**config.mk**
```make
export PLATFORM = sky130hd
export DESIGN_NAME = msrv32_csr_file
export DESIGN_NICKNAME = d
export VERILOG_FILES = /design/src/rtl/msrv32_csr_pkg.sv /design/src/rtl/msrv32_csr_counter64.sv /design/src/rtl/msrv32_csr_file.sv
export SDC_FILE = /design/constraint.sdc
export NUM_CORES = 1
export LEC_CHECK = 0
export BUFFER_PORTS_ARGS = -buffer_cell sky130_fd_sc_hd__buf_4
export CORE_MARGIN = 4
export CORE_UTILIZATION = 58
export DETAILED_ROUTE_END_ITERATION = 16
export HOLD_SLACK_MARGIN = 0.1
export PLACE_DENSITY = 0.86
export RECOVER_POWER = 50
export SLEW_MARGIN = 0
export SYNTH_ARGS = -nofsm -noshare
export SYNTH_HDL_FRONTEND = slang
export SYNTH_SLANG_ARGS = --single-unit
```
**constraint.sdc**
```tcl
create_clock -name ms_risc32_mp_clk_in -period 5.54 [get_ports ms_risc32_mp_clk_in]
set_clock_uncertainty 0.15 [all_clocks]
set_input_delay 0.277 -clock ms_risc32_mp_clk_in [delete_from_list [all_inputs] [get_ports ms_risc32_mp_clk_in]]
set_output_delay 0.277 -clock ms_risc32_mp_clk_in [all_outputs]
set_load 0.1 [all_outputs]
```
**src/rtl/msrv32_csr_pkg.sv**
```systemverilog
// Shared CSR constants for the msrv32 machine-mode CSR file.
// Counter CSRs are built only when MSRV32_CSR_COUNTERS_EN is defined.
package msrv32_csr_pkg;

  localparam logic [11:0] CSR_MSTATUS   = 12'h300;
  localparam logic [11:0] CSR_MIE       = 12'h304;
  localparam logic [11:0] CSR_MTVEC     = 12'h305;
  localparam logic [11:0] CSR_MSCRATCH  = 12'h340;
  localparam logic [11:0] CSR_MEPC      = 12'h341;
  localparam logic [11:0] CSR_MCAUSE    = 12'h342;
  localparam logic [11:0] CSR_MTVAL     = 12'h343;
  localparam logic [11:0] CSR_MIP       = 12'h344;
  localparam logic [11:0] CSR_MCYCLE    = 12'hB00;
  localparam logic [11:0] CSR_MINSTRET  = 12'hB02;
  localparam logic [11:0] CSR_MCYCLEH   = 12'hB80;
  localparam logic [11:0] CSR_MINSTRETH = 12'hB82;
  localparam logic [11:0] CSR_MHARTID   = 12'hF14;

  localparam logic [2:0] CSR_OP_NONE  = 3'b000;
  localparam logic [2:0] CSR_OP_RW    = 3'b001;
  localparam logic [2:0] CSR_OP_RS    = 3'b010;
  localparam logic [2:0] CSR_OP_RC    = 3'b011;
  localparam logic [2:0] CSR_OP_NONEI = 3'b100;
  localparam logic [2:0] CSR_OP_RWI   = 3'b101;
  localparam logic [2:0] CSR_OP_RSI   = 3'b110;
  localparam logic [2:0] CSR_OP_RCI   = 3'b111;

  localparam logic [3:0] MCAUSE_INSTR_MISALIGNED = 4'd0;
  localparam logic [3:0] MCAUSE_ILLEGAL_INSTR    = 4'd2;
  localparam logic [3:0] MCAUSE_BREAKPOINT       = 4'd3;
  localparam logic [3:0] MCAUSE_LOAD_MISALIGNED  = 4'd4;
  localparam logic [3:0] MCAUSE_STORE_MISALIGNED = 4'd6;
  localparam logic [3:0] MCAUSE_ECALL_M          = 4'd11;
  localparam logic [3:0] MCAUSE_M_SW_IRQ         = 4'd3;
  localparam logic [3:0] MCAUSE_M_TIMER_IRQ      = 4'd7;
  localparam logic [3:0] MCAUSE_M_EXT_IRQ        = 4'd11;

  localparam int MSTATUS_MIE_BIT  = 3;
  localparam int MSTATUS_MPIE_BIT = 7;
  localparam int MSTATUS_MPP_LSB  = 11;
  localparam int MSTATUS_MPP_MSB  = 12;
  localparam logic [1:0] MSTATUS_MPP_M = 2'b11;

  // Same positions in mie and mip.
  localparam int MIX_MSI_BIT = 3;
  localparam int MIX_MTI_BIT = 7;
  localparam int MIX_MEI_BIT = 11;

  function automatic logic [31:0] csr_apply_op(input logic [2:0]  op,
                                               input logic [31:0] old_val,
                                               input logic [31:0] operand);
    case (op)
      CSR_OP_RW, CSR_OP_RWI: return operand;
      CSR_OP_RS, CSR_OP_RSI: return old_val | operand;
      CSR_OP_RC, CSR_OP_RCI: return old_val & ~operand;
      default:               return old_val;
    endcase
  endfunction

endpackage

```
**src/rtl/msrv32_csr_counter64.sv**
```systemverilog
// 64-bit free-running counter with independently writable 32-bit halves.
// A write to either half takes precedence over the increment for that cycle.
module msrv32_csr_counter64 (
  input  logic        ms_risc32_mp_clk_in,
  input  logic        ms_risc32_mp_rst_in,
  input  logic        inc_in,
  input  logic        wr_lo_en_in,
  input  logic        wr_hi_en_in,
  input  logic [31:0] wr_data_in,
  output logic [63:0] count_out
);

  logic [63:0] count_reg;

  always_ff @(posedge ms_risc32_mp_clk_in) begin
    if (ms_risc32_mp_rst_in) begin
      count_reg <= '0;
    end else if (wr_lo_en_in) begin
      count_reg[31:0] <= wr_data_in;
    end else if (wr_hi_en_in) begin
      count_reg[63:32] <= wr_data_in;
    end else if (inc_in) begin
      count_reg <= count_reg + 64'd1;
    end
  end

  assign count_out = count_reg;

endmodule

```
**src/rtl/msrv32_csr_file.sv**
```systemverilog
// Machine-mode CSR file for msrv32 pipeline stage 2: trap state, interrupt
// enables/pending, and optional cycle/instret counters (MSRV32_CSR_COUNTERS_EN).
module msrv32_csr_file
  import msrv32_csr_pkg::*;
#(
  parameter logic [31:0] RESET_MTVEC = 32'h0000_0000,
  parameter logic [31:0] HART_ID     = 32'h0
) (
  input  logic        ms_risc32_mp_clk_in,
  input  logic        ms_risc32_mp_rst_in,
  input  logic [11:0] csr_addr_in,
  input  logic [2:0]  csr_op_in,
  input  logic        csr_wr_en_in,
  input  logic [31:0] rs1_in,
  input  logic [4:0]  csr_uimm_in,
  input  logic [31:0] pc_in,
  input  logic [31:0] iaddr_in,
  input  logic        e_irq_in,
  input  logic        t_irq_in,
  input  logic        s_irq_in,
  input  logic        set_cause_in,
  input  logic        i_or_e_in,
  input  logic [3:0]  cause_in,
  input  logic        set_epc_in,
  input  logic        mret_in,
  input  logic        instret_inc_in,
  output logic [31:0] csr_data_out,
  output logic [31:0] mepc_out,
  output logic [31:0] trap_address_out,
  output logic        mie_out,
  output logic        meie_out,
  output logic        mtie_out,
  output logic        msie_out,
  output logic        meip_out,
  output logic        mtip_out,
  output logic        msip_out,
  output logic        illegal_csr_out
);

  logic        mstatus_mie_reg, mstatus_mpie_reg;
  logic [2:0]  mie_reg, mip_reg;  // {external, timer, software}
  logic [31:0] mtvec_reg, mepc_reg, mcause_reg, mtval_reg, mscratch_reg;
  logic [31:0] mstatus_val, mie_val, mip_val, rd_val, operand, wr_val;
  logic        addr_valid, csr_write;
  logic        wr_mstatus, wr_mie, wr_mtvec, wr_mscratch, wr_mepc, wr_mcause, wr_mtval;
  logic        unused_bits;

`ifdef MSRV32_CSR_COUNTERS_EN
  logic [63:0] mcycle_count, minstret_count;
  logic        wr_mcycle, wr_mcycleh, wr_minstret, wr_minstreth;
  assign unused_bits = ^pc_in[1:0];
`else
  assign unused_bits = ^{pc_in[1:0], instret_inc_in};
`endif

  always_comb begin
    mstatus_val = '0;
    mstatus_val[MSTATUS_MPP_MSB:MSTATUS_MPP_LSB] = MSTATUS_MPP_M;
    mstatus_val[MSTATUS_MIE_BIT]  = mstatus_mie_reg;
    mstatus_val[MSTATUS_MPIE_BIT] = mstatus_mpie_reg;
    mie_val = '0;
    mie_val[MIX_MEI_BIT] = mie_reg[2];
    mie_val[MIX_MTI_BIT] = mie_reg[1];
    mie_val[MIX_MSI_BIT] = mie_reg[0];
    mip_val = '0;
    mip_val[MIX_MEI_BIT] = mip_reg[2];
    mip_val[MIX_MTI_BIT] = mip_reg[1];
    mip_val[MIX_MSI_BIT] = mip_reg[0];
  end

  // Counter addresses stay legal even when the counters are not built.
  always_comb begin
    rd_val     = '0;
    addr_valid = 1'b1;
    case (csr_addr_in)
      CSR_MSTATUS:  rd_val = mstatus_val;
      CSR_MIE:      rd_val = mie_val;
      CSR_MTVEC:    rd_val = mtvec_reg;
      CSR_MSCRATCH: rd_val = mscratch_reg;
      CSR_MEPC:     rd_val = mepc_reg;
      CSR_MCAUSE:   rd_val = mcause_reg;
      CSR_MTVAL:    rd_val = mtval_reg;
      CSR_MIP:      rd_val = mip_val;
      CSR_MHARTID:  rd_val = HART_ID;
`ifdef MSRV32_CSR_COUNTERS_EN
      CSR_MCYCLE:    rd_val = mcycle_count[31:0];
      CSR_MCYCLEH:   rd_val = mcycle_count[63:32];
      CSR_MINSTRET:  rd_val = minstret_count[31:0];
      CSR_MINSTRETH: rd_val = minstret_count[63:32];
`else
      CSR_MCYCLE, CSR_MCYCLEH, CSR_MINSTRET, CSR_MINSTRETH: rd_val = '0;
`endif
      default:      addr_valid = 1'b0;
    endcase
  end

  assign operand   = csr_op_in[2] ? {27'b0, csr_uimm_in} : rs1_in;
  assign wr_val    = csr_apply_op(csr_op_in, rd_val, operand);
  assign csr_write = csr_wr_en_in && addr_valid && (csr_op_in[1:0] != 2'b00);

  assign wr_mstatus  = csr_write && (csr_addr_in == CSR_MSTATUS);
  assign wr_mie      = csr_write && (csr_addr_in == CSR_MIE);
  assign wr_mtvec    = csr_write && (csr_addr_in == CSR_MTVEC);
  assign wr_mscratch = csr_write && (csr_addr_in == CSR_MSCRATCH);
  assign wr_mepc     = csr_write && (csr_addr_in == CSR_MEPC);
  assign wr_mcause   = csr_write && (csr_addr_in == CSR_MCAUSE);
  assign wr_mtval    = csr_write && (csr_addr_in == CSR_MTVAL);

  always_ff @(posedge ms_risc32_mp_clk_in) begin
    if (ms_risc32_mp_rst_in) begin
      mstatus_mie_reg  <= 1'b0;
      mstatus_mpie_reg <= 1'b1;
      mie_reg          <= '0;
      mip_reg          <= '0;
      mtvec_reg        <= {RESET_MTVEC[31:2], 2'b00};
      mepc_reg         <= '0;
      mcause_reg       <= '0;
      mtval_reg        <= '0;
      mscratch_reg     <= '0;
    end else begin
      mip_reg <= {e_irq_in, t_irq_in, s_irq_in};

      // Trap entry beats MRET, which beats a software write.
      if (set_cause_in) begin
        mstatus_mpie_reg <= mstatus_mie_reg;
        mstatus_mie_reg  <= 1'b0;
      end else if (mret_in) begin
        mstatus_mie_reg  <= mstatus_mpie_reg;
        mstatus_mpie_reg <= 1'b1;
      end else if (wr_mstatus) begin
        mstatus_mie_reg  <= wr_val[MSTATUS_MIE_BIT];
        mstatus_mpie_reg <= wr_val[MSTATUS_MPIE_BIT];
      end

      if (set_cause_in) begin
        mcause_reg <= {i_or_e_in, 27'b0, cause_in};
        mtval_reg  <= iaddr_in;
      end else begin
        if (wr_mcause) mcause_reg <= wr_val;
        if (wr_mtval)  mtval_reg  <= wr_val;
      end

      if (set_epc_in)   mepc_reg <= {pc_in[31:2], 2'b00};
      else if (wr_mepc) mepc_reg <= {wr_val[31:2], 2'b00};

      if (wr_mtvec)    mtvec_reg    <= {wr_val[31:2], 2'b00};
      if (wr_mscratch) mscratch_reg <= wr_val;
      if (wr_mie)      mie_reg      <= {wr_val[MIX_MEI_BIT], wr_val[MIX_MTI_BIT], wr_val[MIX_MSI_BIT]};
    end
  end

`ifdef MSRV32_CSR_COUNTERS_EN
  assign wr_mcycle    = csr_write && (csr_addr_in == CSR_MCYCLE);
  assign wr_mcycleh   = csr_write && (csr_addr_in == CSR_MCYCLEH);
  assign wr_minstret  = csr_write && (csr_addr_in == CSR_MINSTRET);
  assign wr_minstreth = csr_write && (csr_addr_in == CSR_MINSTRETH);

  msrv32_csr_counter64 u_mcycle (
    .ms_risc32_mp_clk_in (ms_risc32_mp_clk_in),
    .ms_risc32_mp_rst_in (ms_risc32_mp_rst_in),
    .inc_in              (1'b1),
    .wr_lo_en_in         (wr_mcycle),
    .wr_hi_en_in         (wr_mcycleh),
    .wr_data_in          (wr_val),
    .count_out           (mcycle_count)
  );

  msrv32_csr_counter64 u_minstret (
    .ms_risc32_mp_clk_in (ms_risc32_mp_clk_in),
    .ms_risc32_mp_rst_in (ms_risc32_mp_rst_in),
    .inc_in              (instret_inc_in),
    .wr_lo_en_in         (wr_minstret),
    .wr_hi_en_in         (wr_minstreth),
    .wr_data_in          (wr_val),
    .count_out           (minstret_count)
  );
`endif

  assign csr_data_out     = rd_val;
  assign mepc_out         = mepc_reg;
  assign trap_address_out = {mtvec_reg[31:2], 2'b00};
  assign mie_out          = mstatus_mie_reg;
  assign meie_out         = mie_reg[2];
  assign mtie_out         = mie_reg[1];
  assign msie_out         = mie_reg[0];
  assign meip_out         = mip_reg[2];
  assign mtip_out         = mip_reg[1];
  assign msip_out         = mip_reg[0];
  assign illegal_csr_out  = csr_wr_en_in && !addr_valid && !ms_risc32_mp_rst_in;

endmodule

```
### Yosys cells after proc, flatten, opt, wreduce, memory -nomap -nowiden

Index checks and enable logic that the tools add are counted.

| cells by class | value |
|---|---|
| equality and inequality tests | 19 |
| muxes and demuxes | 15 |
| bitwise logic cells | 3 |
| reduce and logical (&&, ||, !) cells | 24 |

Operators with widths:

| operator | count |
|---|---|
| $pmux 32 s8 | 1 |
| $mux 32 | 7 |
| $eq 12x10->1 const B | 8 |
| $pmux 32 s3 | 1 |
| $eq 12x12->1 const B | 5 |
| $and 32x32->32 | 1 |
| $not 32->32 | 1 |
| $or 32x32->32 | 1 |
| $reduce_or 13->1 | 1 |
| $logic_and 1x1->1 | 11 |
| $reduce_bool 2->1 | 5 |
| $eq 3x3->1 const B | 3 |
| $reduce_or 2->1 | 4 |
| $eq 3x2->1 const B | 2 |
| $mux 1 | 6 |
| $eq 3x1->1 const B | 1 |
| $reduce_bool 3->1 | 1 |
| $logic_not 1->1 | 2 |

| storage, ports and cells | value |
|---|---|
| flip-flop bits (word level) | 164 |
| input port bits | 131 |
| output and inout port bits | 104 |
| word-level logic and storage cells | 71 |

### Longest topological paths before layout

| logic depth | value |
|---|---|
| word-level depth | 9 |
| depth in mapped cells | 10 |
| mapped depth without buffers | 6 |

### Worst setup path after synthesis

No wires, ideal clock.

| timing | value |
|---|---|
| path type | input to output |
| start | input csr_addr_in[3] |
| end | output csr_data_out[14] |
| data arrival time | 3753 ps |
| required time | 5113 ps |
| path slack | 1360 ps |
| stages | 6 |
| path buffers | 3 |
| path through | buf_1 -> nor4_4 -> clkbuf_1 -> buf_1 -> a221oi_1 -> o21ai_0 |

| between the ends | value |
|---|---|
| longest elaborated chain between the ends | 2 |
| elaborated cells between the ends (all ways) | 9 |
| classes of those cells | 8 x eq/ne; 1 x mux |

RTL lines:

| what | line | RTL |
|---|---|---|
| start, declared | msrv32_csr_file.sv:11 | `input logic [11:0] csr_addr_in,` |
| $eq 12x10->1 | msrv32_csr_file.sv:75 | `case (csr_addr_in)` |
| $pmux 32 s8 (*) | msrv32_csr_file.sv:75 |  |
| end, declared | msrv32_csr_file.sv:27 | `output logic [31:0] csr_data_out,` |

Mark *: on every way between the ends. The rest lies on a longest branch, timed or not.

### Worst setup path in the final report

| timing | value |
|---|---|
| start | input csr_addr_in[0] |
| end | register mtvec_reg[7] |

| between the ends | value |
|---|---|
| longest elaborated chain between the ends | 6 |
| elaborated cells between the ends (all ways) | 22 |
| classes of those cells | 13 x eq/ne; 3 x mux; 2 x bitwise; 4 x reduce/logical |

RTL lines:

| what | line | RTL |
|---|---|---|
| branches (longest 6 deep; another with $pmux 32 s8) | n/a |  |
| end signal, assigned | msrv32_csr_file.sv:115 | `mtvec_reg <= {RESET_MTVEC[31:2], 2'b00};` |
| end signal, assigned | msrv32_csr_file.sv:146 | `if (wr_mtvec) mtvec_reg <= {wr_val[31:2], 2'b00};` |
| end, declared | msrv32_csr_file.sv:42 | `logic [31:0] mtvec_reg, mepc_reg, mcause_reg, mtval_reg, mscratch_reg;` |

Several ways; the timed one is not identified.
A chain may end at the register's enable or synchronous reset.

==> results.sh <==
export IMPL_wl_microns=37800
export IMPL_synthDistinctLibCells=69
export IMPL_holdPathStages=3
export IMPL_num_vias=11021
export IMPL_status="complete, but fails checks"
export IMPL_grt_overflow=0
export IMPL_port_buffers=227
export IMPL_wl_per_cell_microns=23.2
export IMPL_initial_core_util=0.591
export IMPL_reg2reg_slack_ps=2240
export IMPL_p_total_mw=3.13
export IMPL_worstHoldStart="set_epc_in"
export IMPL_cts_tree="done"
export IMPL_antenna_found_initial=1
export IMPL_min_path_type="in -> reg"
export IMPL_synthToLayoutAreaGrowth_pct=28.9
export IMPL_cts_made_buffers=17
export IMPL_fin_util=0.762
export IMPL_rr_endpoint="mepc_out[19]"
export IMPL_criticalPathCategory="in -> reg"
export IMPL_relSlewSlack=-0.435
export IMPL_track_usage=0.401
export IMPL_clkTransAtPathRegs_ps=70
export IMPL_rows=46
export IMPL_power_density_nw_per_um2=259
export IMPL_drtIter0Drc=2097
export IMPL_finalSetupViolations=0
export IMPL_drcViolationCount=0
export IMPL_core_sq_um=15800
export IMPL_grt_setup_unrepaired="no"
export IMPL_reg2reg_from="mepc_out[19]"
export IMPL_async_flop_share=0
export IMPL_drt_pass1_iter_count=7
export IMPL_timing_fmax_mhz=220
export IMPL_yosys_warnings=0
export IMPL_cts_repair_resized=0
export IMPL_crit_buf_inv=2
export IMPL_peakVddDrop_mv=0.249
export IMPL_grt_max_degree=71
export IMPL_cts_root_buf="clkbuf_16"
export IMPL_postCtsSetupBuffers=0
export IMPL_routabilityCongestion=0.951
export IMPL_ctsHoldBuffers=79
export IMPL_startpoint_type="input port"
export IMPL_holdPathEnd="mepc_out[11]"
export IMPL_slew_violations=144
export IMPL_ios=235
export IMPL_post_route_period_util=0.820
export IMPL_p_leak_nw=4.64
export IMPL_crit_chain="clkbuf_1 > nor4bb_1 > and4_1 > and2_0 > clkbuf_1 > mux2i_1 > nor2_1"
export IMPL_finalHoldViolCount=0
export IMPL_yosysTopAreaCell="dfxtp_1"
export IMPL_synth_avg_cell_area_sq_um=8.00
export IMPL_ys_seq_area_frac=0.351
export IMPL_clock_tree_buffer_depth=2
export IMPL_slowest_stage="clkbuf_1"
export IMPL_synth_seq_cells=164
export IMPL_syn_cell_area_sq_um=9360
export IMPL_timing_final_crit_period_ps=4540
export IMPL_worst_skew_pair_late_latency_ps=430
export IMPL_diodes=0
export IMPL_grt_pass1_vias=10304
export IMPL_failed_checks="capacitance limit, slew limit"
export IMPL_max_stage_delay_ps=1480
export IMPL_r2r_cells=6
export IMPL_cpLargestDelayFamily="buffers and inverters"
export IMPL_die_area_sq_um=18200
export IMPL_end_kind="flop"
export IMPL_layout_common_cells="164 x buf_4, 164 x dfxtp_1, 159 x nand2_1"
export IMPL_tightestPinTransition_ps=2150
export IMPL_synth_enable_flop_cells=0
export IMPL_arrival_ps=4690
export IMPL_maxCapViolations=5
export IMPL_cts_sinks=164
export IMPL_synthTopCellsByArea="dfxtp_1 35%, nand2_1 6.4%, mux2i_1 4.6%"
export IMPL_timing_critical_path_mode_cell="clkbuf_1"
export IMPL_num_nets_final=1531
export IMPL_grt_pass1_wl_microns=57400
export IMPL_drive_above_1_share=0.154
export IMPL_setup_tns_ps=0
export IMPL_synth_main_ff_cell="dfxtp_1"
export IMPL_fp_dieH_microns=135
export IMPL_dieWidth_microns=135
export IMPL_ant_nets=0
export IMPL_dpl_hpwl_microns=22800
export IMPL_synth_top_area_share=0.351
export IMPL_critPathMaxFanout=36
export IMPL_crit_required_ps=5690
export IMPL_synth_cells=1170
export IMPL_htree_levels=4
export IMPL_via_per_inst=6.77
==> metrics by stage <==
step / area (sq um) / std cells / worst slack, ps / hold slack (ps)
after floorplan: 9370 / 1173 / 1360 / 232
after global placement: 11000 / 1518 / 2050 / 290
after detailed placement: 11000 / 1518 / 2060 / 299
after CTS: 12400 / 1629 / 1970 / 102
after global routing: 12100 / 1629 / 875 / 156
final: 12100 / 1629 / 998 / 105
==> tightest hold or removal path, stage by stage <==
cell and delay (ps):
buf_4 190, a21oi_1 70, a21oi_1 110
==> how the worst max path moves through the flow <==
stage                     slack, ps  depth (start not counted)                to           start
final                          1000                          7      mtvec_reg[7]  csr_addr_in[0]
after global routing            870                          7     mtvec_reg[12]  csr_addr_in[0]
after CTS                      1970                          8      mepc_out[12]  csr_addr_in[0]
after detailed placement       2060                          8   mscratch_reg[2]  csr_addr_in[1]
after global placement         2050                          8      mtvec_reg[2]  csr_addr_in[1]
after floorplan                1360                          6  csr_data_out[14]  csr_addr_in[3]
==> metal layers <==
layer / wire length, microns / share of wire / vias up / track usage
li1: - / - / 4737 / -
met2: 16900 / 0.45 / 978 / 0.618
met4: 1280 / 0.034 / 2 / 0.146
met5: 13 / 0.00034 / - / 0
met1: 13900 / 0.37 / 5165 / 0.541
met3: 5640 / 0.15 / 139 / 0.110
==> Yosys cell counts, types with 5 or more instances <==
cell / instances
a32o_1: 24
a221oi_1: 27
nor4_1: 6
nand2_1: 159
xnor2_1: 28
buf_2: 17
o211a_1: 20
o21ai_0: 64
a211oi_1: 11
buf_4: 6
o2bb2ai_1: 19
mux2i_1: 43
mux2_2: 6
a22oi_1: 23
o211ai_1: 19
nor2b_1: 33
a21oi_1: 59
buf_6: 6
o21ai_1: 18
and2_1: 8
nor4b_1: 7
nand2b_1: 9
or3_1: 5
inv_1: 35
o22ai_1: 50
dfxtp_1: 164
and3_1: 10
o31ai_1: 10
o21a_1: 26
nor2_1: 64
nor3_1: 9
nand3_1: 42
clkbuf_1: 71
a31oi_1: 6
buf_1: 14
==> power breakdown <==
group / total [mW] / internal [mW] / leakage, nW / switching, mW
Sequential: 1.24 / 1.21 / 1.34 / 0.0273
Clock: 1.30 / 0.762 / 0.298 / 0.536
Combinational: 0.590 / 0.203 / 3.01 / 0.387
==> final cells by class <==
cell class | count | area [sq um]
sequential | 164 | 3280
tap | 216 | 270
clock inverter | 14 | 200
fill | 1188 | 3770
timing repair buffer | 322 | 2330
multi-input combinational | 859 | 5410
clock buffer | 18 | 429
inverter | 36 | 135
==> kinds of logic (layout without fill, tap and decap cells) <==
family | Yosys count | after routing | share of synthesized area
buffers and inverters | 150 | 390 | 0.0697
AND/OR/NAND/NOR | 380 | 380 | 0.197
multiplexers | 53 | 53 | 0.0629
other | 1 | 4 | 0.000401
flip-flops | 164 | 164 | 0.351
AO/OA/AOI/OAI | 394 | 394 | 0.293
XOR/XNOR | 28 | 28 | 0.0262
Note: power is estimated with default switching activity, not from simulation.
